[src/rtl/mmio_bridge_intc_if.sv]
// CPU MEM-stage data port as seen by the MMIO bridge.
// The CPU drives the master side; the bridge drives the slave side.
interface mmio_bridge_intc_if;
    logic [31:0] cpu_addr;
    logic [31:0] cpu_wdata;
    logic [3:0]  cpu_byteen;
    logic        cpu_load;
    logic        cpu_load_word;
    logic [31:0] cpu_rdata;
    logic        cpu_adel;
    logic        cpu_ades;

    modport master (
        output cpu_addr, cpu_wdata, cpu_byteen, cpu_load, cpu_load_word,
        input  cpu_rdata, cpu_adel, cpu_ades
    );

    modport slave (
        input  cpu_addr, cpu_wdata, cpu_byteen, cpu_load, cpu_load_word,
        output cpu_rdata, cpu_adel, cpu_ades
    );
endinterface

[src/rtl/mmio_bridge_intc.sv]
// Address decode, write steering and read mux between the CPU data port, DM and two timers,
// plus a small interrupt controller producing the registered HWInt vector for CP0.
module mmio_bridge_intc #(
    parameter logic [31:0] DM_LIMIT    = 32'h0000_2FFF,
    parameter logic [31:0] TC0_BASE    = 32'h0000_7F00,
    parameter logic [31:0] TC1_BASE    = 32'h0000_7F10,
    parameter logic [31:0] INTC_BASE   = 32'h0000_7F20,
    parameter int          SYNC_STAGES = 2
) (
    input  logic                 clk,
    input  logic                 reset,
    mmio_bridge_intc_if.slave    cpu,
    output logic [31:0]          o_dm_addr,
    output logic [3:0]           o_dm_byteen,
    output logic [31:0]          o_dm_wdata,
    input  logic [31:0]          i_dm_rdata,
    output logic [29:0]          o_tc0_addr,
    output logic [29:0]          o_tc1_addr,
    output logic                 o_tc0_we,
    output logic                 o_tc1_we,
    output logic [31:0]          o_tc_din,
    input  logic [31:0]          i_tc0_dout,
    input  logic [31:0]          i_tc1_dout,
    input  logic                 i_tc0_irq,
    input  logic                 i_tc1_irq,
    input  logic                 i_ext_int_in,
    output logic [5:0]           o_hw_int
);

    // A three-word window: word-aligned offsets 0, 4 and 8 from its base.
    function automatic logic win_hit(input logic [31:0] off);
        return (off < 32'd12) && (off[1:0] == 2'b00);
    endfunction

    logic [SYNC_STAGES-1:0] r_sync;
    logic                   r_ext_prev;
    logic                   r_ext_pend;
    logic [5:0]             r_mask;
    logic [5:0]             r_hw_int;

    logic [31:0] w_tc0_off, w_tc1_off, w_intc_off;
    logic        w_dm_hit, w_tc0_hit, w_tc1_hit, w_intc_hit;
    logic        w_store, w_full, w_st_ok, w_ld_ok;
    logic        w_tc0_st_ok, w_tc1_st_ok, w_intc_st_ok;
    logic        w_ades, w_adel, w_mask_we, w_ack, w_ext_rise;
    logic [5:0]  w_pend;
    logic [31:0] w_rdata;

    assign w_tc0_off  = cpu.cpu_addr - TC0_BASE;
    assign w_tc1_off  = cpu.cpu_addr - TC1_BASE;
    assign w_intc_off = cpu.cpu_addr - INTC_BASE;

    assign w_dm_hit   = (cpu.cpu_addr <= DM_LIMIT);
    assign w_tc0_hit  = win_hit(w_tc0_off);
    assign w_tc1_hit  = win_hit(w_tc1_off);
    assign w_intc_hit = win_hit(w_intc_off);

    assign w_store = (cpu.cpu_byteen != 4'b0000);
    assign w_full  = (cpu.cpu_byteen == 4'b1111);

    // Timer COUNT (offset 8) is read-only; INTC offset 8 is the write-only ACK register.
    assign w_tc0_st_ok  = w_tc0_hit && w_full && (w_tc0_off != 32'd8);
    assign w_tc1_st_ok  = w_tc1_hit && w_full && (w_tc1_off != 32'd8);
    assign w_intc_st_ok = w_intc_hit && w_full;
    assign w_st_ok      = w_dm_hit || w_tc0_st_ok || w_tc1_st_ok || w_intc_st_ok;
    assign w_ld_ok      = w_dm_hit || ((w_tc0_hit || w_tc1_hit || w_intc_hit) && cpu.cpu_load_word);

    assign w_ades = w_store && !w_st_ok;
    assign w_adel = cpu.cpu_load && !w_ld_ok;

    assign w_mask_we  = w_store && w_intc_st_ok && (w_intc_off == 32'd4);
    assign w_ack      = w_store && w_intc_st_ok && (w_intc_off == 32'd8) && cpu.cpu_wdata[2];
    assign w_ext_rise = r_sync[SYNC_STAGES-1] && !r_ext_prev;
    assign w_pend     = {3'b000, r_ext_pend, i_tc1_irq, i_tc0_irq};

    // Combinational load-data mux; illegal or unmapped loads return zero.
    always_comb begin
        w_rdata = 32'h0000_0000;
        if (w_adel) begin
            w_rdata = 32'h0000_0000;
        end else if (w_dm_hit) begin
            w_rdata = i_dm_rdata;
        end else if (w_tc0_hit) begin
            w_rdata = i_tc0_dout;
        end else if (w_tc1_hit) begin
            w_rdata = i_tc1_dout;
        end else if (w_intc_hit) begin
            case (w_intc_off[3:2])
                2'd0:    w_rdata = {26'd0, w_pend};
                2'd1:    w_rdata = {26'd0, r_mask};
                default: w_rdata = 32'h0000_0000;
            endcase
        end else begin
            w_rdata = 32'h0000_0000;
        end
    end

    // Interrupt state: synchroniser, sticky external pending bit, mask and output vector.
    always_ff @(posedge clk) begin
        if (reset) begin
            r_sync     <= '0;
            r_ext_prev <= 1'b0;
            r_ext_pend <= 1'b0;
            r_mask     <= 6'b000111;
            r_hw_int   <= 6'b000000;
        end else begin
            r_sync     <= {r_sync[SYNC_STAGES-2:0], i_ext_int_in};
            r_ext_prev <= r_sync[SYNC_STAGES-1];
            // A new edge beats a same-cycle ACK so no interrupt is lost.
            if (w_ext_rise) begin
                r_ext_pend <= 1'b1;
            end else if (w_ack) begin
                r_ext_pend <= 1'b0;
            end else begin
                r_ext_pend <= r_ext_pend;
            end
            if (w_mask_we) begin
                r_mask <= cpu.cpu_wdata[5:0];
            end else begin
                r_mask <= r_mask;
            end
            r_hw_int <= w_pend & r_mask;
        end
    end

    assign cpu.cpu_rdata = w_rdata;
    assign cpu.cpu_adel  = w_adel;
    assign cpu.cpu_ades  = w_ades;

    assign o_dm_addr   = cpu.cpu_addr;
    assign o_dm_wdata  = cpu.cpu_wdata;
    assign o_dm_byteen = w_dm_hit ? cpu.cpu_byteen : 4'b0000;
    assign o_tc0_addr  = cpu.cpu_addr[31:2];
    assign o_tc1_addr  = cpu.cpu_addr[31:2];
    assign o_tc0_we    = w_store && w_tc0_st_ok;
    assign o_tc1_we    = w_store && w_tc1_st_ok;
    assign o_tc_din    = cpu.cpu_wdata;
    assign o_hw_int    = r_hw_int;

endmodule

[src/flat_wrapper.sv]
// flat-port wrapper written by rule: the top's interface ports become plain ports
module mmio_bridge_intc_flat 
#(
    parameter logic [31:0] DM_LIMIT    = 32'h0000_2FFF,
    parameter logic [31:0] TC0_BASE    = 32'h0000_7F00,
    parameter logic [31:0] TC1_BASE    = 32'h0000_7F10,
    parameter logic [31:0] INTC_BASE   = 32'h0000_7F20,
    parameter int          SYNC_STAGES = 2
)
  (clk, reset, o_dm_addr, o_dm_byteen, o_dm_wdata, i_dm_rdata, o_tc0_addr, o_tc1_addr, o_tc0_we, o_tc1_we, o_tc_din, i_tc0_dout, i_tc1_dout, i_tc0_irq, i_tc1_irq, i_ext_int_in, o_hw_int, cpu_cpu_addr, cpu_cpu_wdata, cpu_cpu_byteen, cpu_cpu_load, cpu_cpu_load_word, cpu_cpu_rdata, cpu_cpu_adel, cpu_cpu_ades);
  mmio_bridge_intc_if cpu_i ();
  input  logic clk;
  input  logic reset;
  output logic [31:0] o_dm_addr;
  output logic [3:0] o_dm_byteen;
  output logic [31:0] o_dm_wdata;
  input  logic [31:0] i_dm_rdata;
  output logic [29:0] o_tc0_addr;
  output logic [29:0] o_tc1_addr;
  output logic o_tc0_we;
  output logic o_tc1_we;
  output logic [31:0] o_tc_din;
  input  logic [31:0] i_tc0_dout;
  input  logic [31:0] i_tc1_dout;
  input  logic i_tc0_irq;
  input  logic i_tc1_irq;
  input  logic i_ext_int_in;
  output logic [5:0] o_hw_int;
  input wire logic [$bits(cpu_i.cpu_addr)-1:0] cpu_cpu_addr;
  input wire logic [$bits(cpu_i.cpu_wdata)-1:0] cpu_cpu_wdata;
  input wire logic [$bits(cpu_i.cpu_byteen)-1:0] cpu_cpu_byteen;
  input wire logic [$bits(cpu_i.cpu_load)-1:0] cpu_cpu_load;
  input wire logic [$bits(cpu_i.cpu_load_word)-1:0] cpu_cpu_load_word;
  output wire logic [$bits(cpu_i.cpu_rdata)-1:0] cpu_cpu_rdata;
  output wire logic [$bits(cpu_i.cpu_adel)-1:0] cpu_cpu_adel;
  output wire logic [$bits(cpu_i.cpu_ades)-1:0] cpu_cpu_ades;
  assign cpu_i.cpu_addr = cpu_cpu_addr;
  assign cpu_i.cpu_wdata = cpu_cpu_wdata;
  assign cpu_i.cpu_byteen = cpu_cpu_byteen;
  assign cpu_i.cpu_load = cpu_cpu_load;
  assign cpu_i.cpu_load_word = cpu_cpu_load_word;
  assign cpu_cpu_rdata = cpu_i.cpu_rdata;
  assign cpu_cpu_adel = cpu_i.cpu_adel;
  assign cpu_cpu_ades = cpu_i.cpu_ades;
  mmio_bridge_intc #(.DM_LIMIT(DM_LIMIT), .TC0_BASE(TC0_BASE), .TC1_BASE(TC1_BASE), .INTC_BASE(INTC_BASE), .SYNC_STAGES(SYNC_STAGES)) u_core (.clk(clk), .reset(reset), .cpu(cpu_i), .o_dm_addr(o_dm_addr), .o_dm_byteen(o_dm_byteen), .o_dm_wdata(o_dm_wdata), .i_dm_rdata(i_dm_rdata), .o_tc0_addr(o_tc0_addr), .o_tc1_addr(o_tc1_addr), .o_tc0_we(o_tc0_we), .o_tc1_we(o_tc1_we), .o_tc_din(o_tc_din), .i_tc0_dout(i_tc0_dout), .i_tc1_dout(i_tc1_dout), .i_tc0_irq(i_tc0_irq), .i_tc1_irq(i_tc1_irq), .i_ext_int_in(i_ext_int_in), .o_hw_int(o_hw_int));
endmodule
[config.mk]
export PLATFORM = sky130hd
export DESIGN_NAME = mmio_bridge_intc_flat
export DESIGN_NICKNAME = d
export VERILOG_FILES = /design/src/rtl/mmio_bridge_intc_if.sv /design/src/rtl/mmio_bridge_intc.sv /design/src/flat_wrapper.sv
export SDC_FILE = /design/constraint.sdc
export NUM_CORES = 1
export LEC_CHECK = 0
export CELL_PAD_IN_SITES_DETAIL_PLACEMENT = 0
export CELL_PAD_IN_SITES_GLOBAL_PLACEMENT = 2
export CORE_MARGIN = 5
export CORE_UTILIZATION = 15
export DETAILED_ROUTE_END_ITERATION = 8
export HOLD_SLACK_MARGIN = 0.15
export PLACE_DENSITY = 0.82
export SYNTH_ARGS = -nofsm -noshare
export SYNTH_HDL_FRONTEND = slang
export SYNTH_SLANG_ARGS = --single-unit
[constraint.sdc]
create_clock -name clk -period 5.3 [get_ports clk]
set_input_delay 1.06 -clock clk [delete_from_list [all_inputs] [get_ports clk]]
set_output_delay 1.06 -clock clk [all_outputs]
set_load 0.02 [all_outputs]
==> reports/metrics.csv <==
stage;metric;value;unit
status;status;finished with violations;
status;violations;design-rule violations;
hold_path;min_to;u_core.o_hw_int[1];
clocking;clock_path_buffers;2;
critical_path;critPathRequiredTime;4.24;ns
drt;drt_wl_total;21800;um
global_routing;grt_pass1_vias;5228;
finish;area_growth;91.5;%
timing;fin_tns_setup;0;ns
critical_path;critPathMaxFanout;11;
drt;routed_via_density;4.41;
yosys;muxShareOfSynthArea;0.0239;
floorplan;rows;60;
yosys;synth_area_leaders;buf_4 (31%), dfxtp_1 (6.4%), a222oi_1 (5.7%);
yosys;synth_top_family_by_area;buffers and inverters;
critical_path;crit_path_top_delay_cell;or4_4;
drt;initialDrtViolationCount;363;
yosys;syn-cell-area;4040;um^2
yosys;yosysTopAreaCell;buf_4;
critical_path;cp.buffers_inverters;6;
drt;postRouteAntennaNets;0;
hold_path;min_from;u_core.r_mask[1];
clocking;cts_tree;yes;
yosys;ys_seq_area_frac;0.0645;
yosys;synth-seq-cells;13;
critical_path;critPathKind;in2out;
clocking;clk_latency;0.24;ns
finish;n_antenna_cell;0;
timing;min_period;5.17;ns
yosys;synth-simple-area-share;0.290;
critical_path;slowest_delay;0.50;ns
hold_path;whs_path_depth;2;
floorplan;ios;373;
critical_path;cp.arrival;4.11;ns
yosys;synth_compound_area_frac;0.247;
timing;fin_crit_sh;0.975;
floorplan;die_w;174;um
timing;hold_viol;0;
yosys;syn_inst;549;
critical_path;end_kind;output port;
yosys;async_flop_share;0;
clocking;numCtsBuffers;3;
critical_path;worstReg2RegEnd;u_core.r_mask[2];
yosys;synth.distinct_cells;80;
power;max-vdd-ir-drop;0.0000664;V
global_routing;grt.overflow.total;0;
floorplan;die_h;174;um
power;p_leak;3.12;nW
timing;grt_setup_unrepaired;false;
placement;place_congestion;0.902;
critical_path;regToRegStartpoint;u_core.r_mask[2];
job;cap_viol_max_count;0;
yosys;synth_xor_area_frac;0.0174;
timing;max_freq;194;MHz
clocking;htree_levels;1;
placement;hpwl;17800;um
global_routing;grt_util_all_layers;0.133;
floorplan;dieArea;30300;um^2
critical_path;worstSetupStartpointType;input port;
critical_path;critPathTopFamily;buffers and inverters;
power;power;698;uW
yosys;synth_edf_count;0;
yosys;synth_top_area_share;0.312;
drt;drc;2;
global_routing;antenna_found_initial;1;
critical_path;cp_cell_sequence;clkdlybuf4s50_1, nor4_2, buf_4, nand3_4, or4_4, mux2_4, o211ai_1, nor4_4, buf_12, buf_12, buf_12, a222oi_1, nor2_1, buf_4;
critical_path;cpMostUsedCell;buf_12;
yosys;avgSynthCellArea;7.35;um^2
floorplan;core_area;26700;um^2
global_routing;grt_max_degree;18;
timing;setup_violations;0;
timing;max_slew_margin;0.558;
finish;drive_above_1_share;0.341;
clocking;clock-sinks;13;
hold_path;worstHoldPathType;reg2reg;
yosys;synthAdderAreaFrac;0.00620;
finish;fill_cells;2884;
yosys;ys.warnings.count;0;
timing;fin_worst_skew;0.00140;ns
clocking;hold_buffers;0;
clocking;clockRootBuffer;clkbuf_16;
floorplan;initial_core_util;0.151;
drt;firstDrtPassIters;9;
finish;fin_nets;1001;
yosys;yosys_most_used_dff;dfxtp_1;
global_routing;grt_pass1_wl;32400;um
critical_path;rrSetupSlack;4.46;ns
power;p_per_area;90.3;nW/um^2
clocking;path_clk_slew;0.04;ns
drt;vias;5149;
placement;portBuffers;291;
timing;maxSlewViolCount;0;
timing;worst_slew_pin_slew;0.658;ns
drt;drt-wirelength-per-cell;18.7;um
critical_path;worst-r2r-cell-count;2;
## Yosys cell counts (10+ instances only)
| cell type | number |
|---|---|
| buf_2 | 13 |
| buf_4 | 168 |
| a222oi_1 | 23 |
| nand4_1 | 16 |
| nor2_1 | 59 |
| nand2_1 | 24 |
| clkbuf_1 | 10 |
| a21oi_1 | 18 |
| nor3_1 | 18 |
| dfxtp_1 | 13 |
| o21ai_0 | 11 |
## tightest hold or removal path, cell delays in order, from the launching register on
cell and delay (ns):
dfxtp_1 0.31, nand2_1 0.05, nor2_1 0.03
## cell type report
cell class,instances,area [um^2],share of cell area
Sequential cell,13,260,0.0337
Timing Repair Buffer,467,4300,0.556
Multi-Input combinational cell,338,2650,0.343
Clock buffer,4,78.8,0.0102
Tap cell,341,427,0.0552
Inverter,5,18.8,0.00243
## stage by stage
step,hold slack [ns],setup slack (ns),instance area [um^2],utilization,cells
2_1_floorplan,0.414,0.610,4040,-,551
3_3_place_gp,0.426,-0.673,7230,0.271,1140
3_5_place_dp,0.427,-0.650,7230,0.271,1140
4_1_cts,0.435,-0.137,7350,0.275,1150
5_1_grt,0.462,0.0117,7730,0.289,1168
6_report,0.433,0.134,7730,0.289,1168
## logic make-up (layout without fill, tap and decap cells)
group,after synthesis,in the layout
buffers and inverters,200,476
AND/OR/NAND/NOR,196,196
AO/OA/AOI/OAI,120,120
flip-flops,13,13
multiplexers,9,9
XOR/XNOR,8,8
adder cells (fa/ha/maj),2,2
other,1,3
## worst max path at each step
stage / cells past startpoint / to / from
finish: 14 / cpu_cpu_rdata[11] / cpu_cpu_addr[25]
global placement: 14 / cpu_cpu_rdata[1] / cpu_cpu_addr[18]
CTS: 13 / cpu_cpu_ades / cpu_cpu_addr[6]
global route: 14 / cpu_cpu_rdata[11] / cpu_cpu_addr[25]
floorplan: 11 / cpu_cpu_rdata[12] / cpu_cpu_addr[7]
detailed placement: 14 / cpu_cpu_rdata[1] / cpu_cpu_addr[18]
## cell usage in the layout (no fill, tap or decap), types with 14 or more instances in the layout
master,instances
nor3_1,14
clkdlybuf4s50_1,232
a222oi_1,23
a21oi_1,16
buf_4,166
nand2_1,24
nor2_1,59
nand4_1,16
buf_2,24
dlymetal6s2s_1,18
## per-layer routing
layer	vias up	share of wire	track usage
met1	2420	0.43	0.174
met4	2	0.021	0.0251
met5	-	0.00060	0
met2	256	0.49	0.233
li1	2435	-	-
met3	36	0.061	0.0202
## where the power goes
| group | total (mW) | switching, mW | internal (mW) |
|---|---|---|---|
| sequential | 0.101 | 0.000799 | 0.100 |
| clock | 0.145 | 0.0431 | 0.102 |
| combinational | 0.452 | 0.206 | 0.246 |
| total | 0.698 | 0.250 | 0.448 |
## sequential cells by signal, summed over array words and instances (netlist names)
| register | count |
|---|---|
| u_core.r_ext_pend | 1 |
| u_core.o_hw_int | 3 |
| u_core.r_mask | 6 |
| u_core.r_sync | 2 |
| u_core.r_ext_prev | 1 |
## repair_timing
action,in CTS,in global routing
buffers inserted,4,20
resized for setup,153,63
cloned,2,0
pin swaps,12,30
endpoints found under the setup margin,40,40
Note: power is estimated with default switching activity, not from simulation.
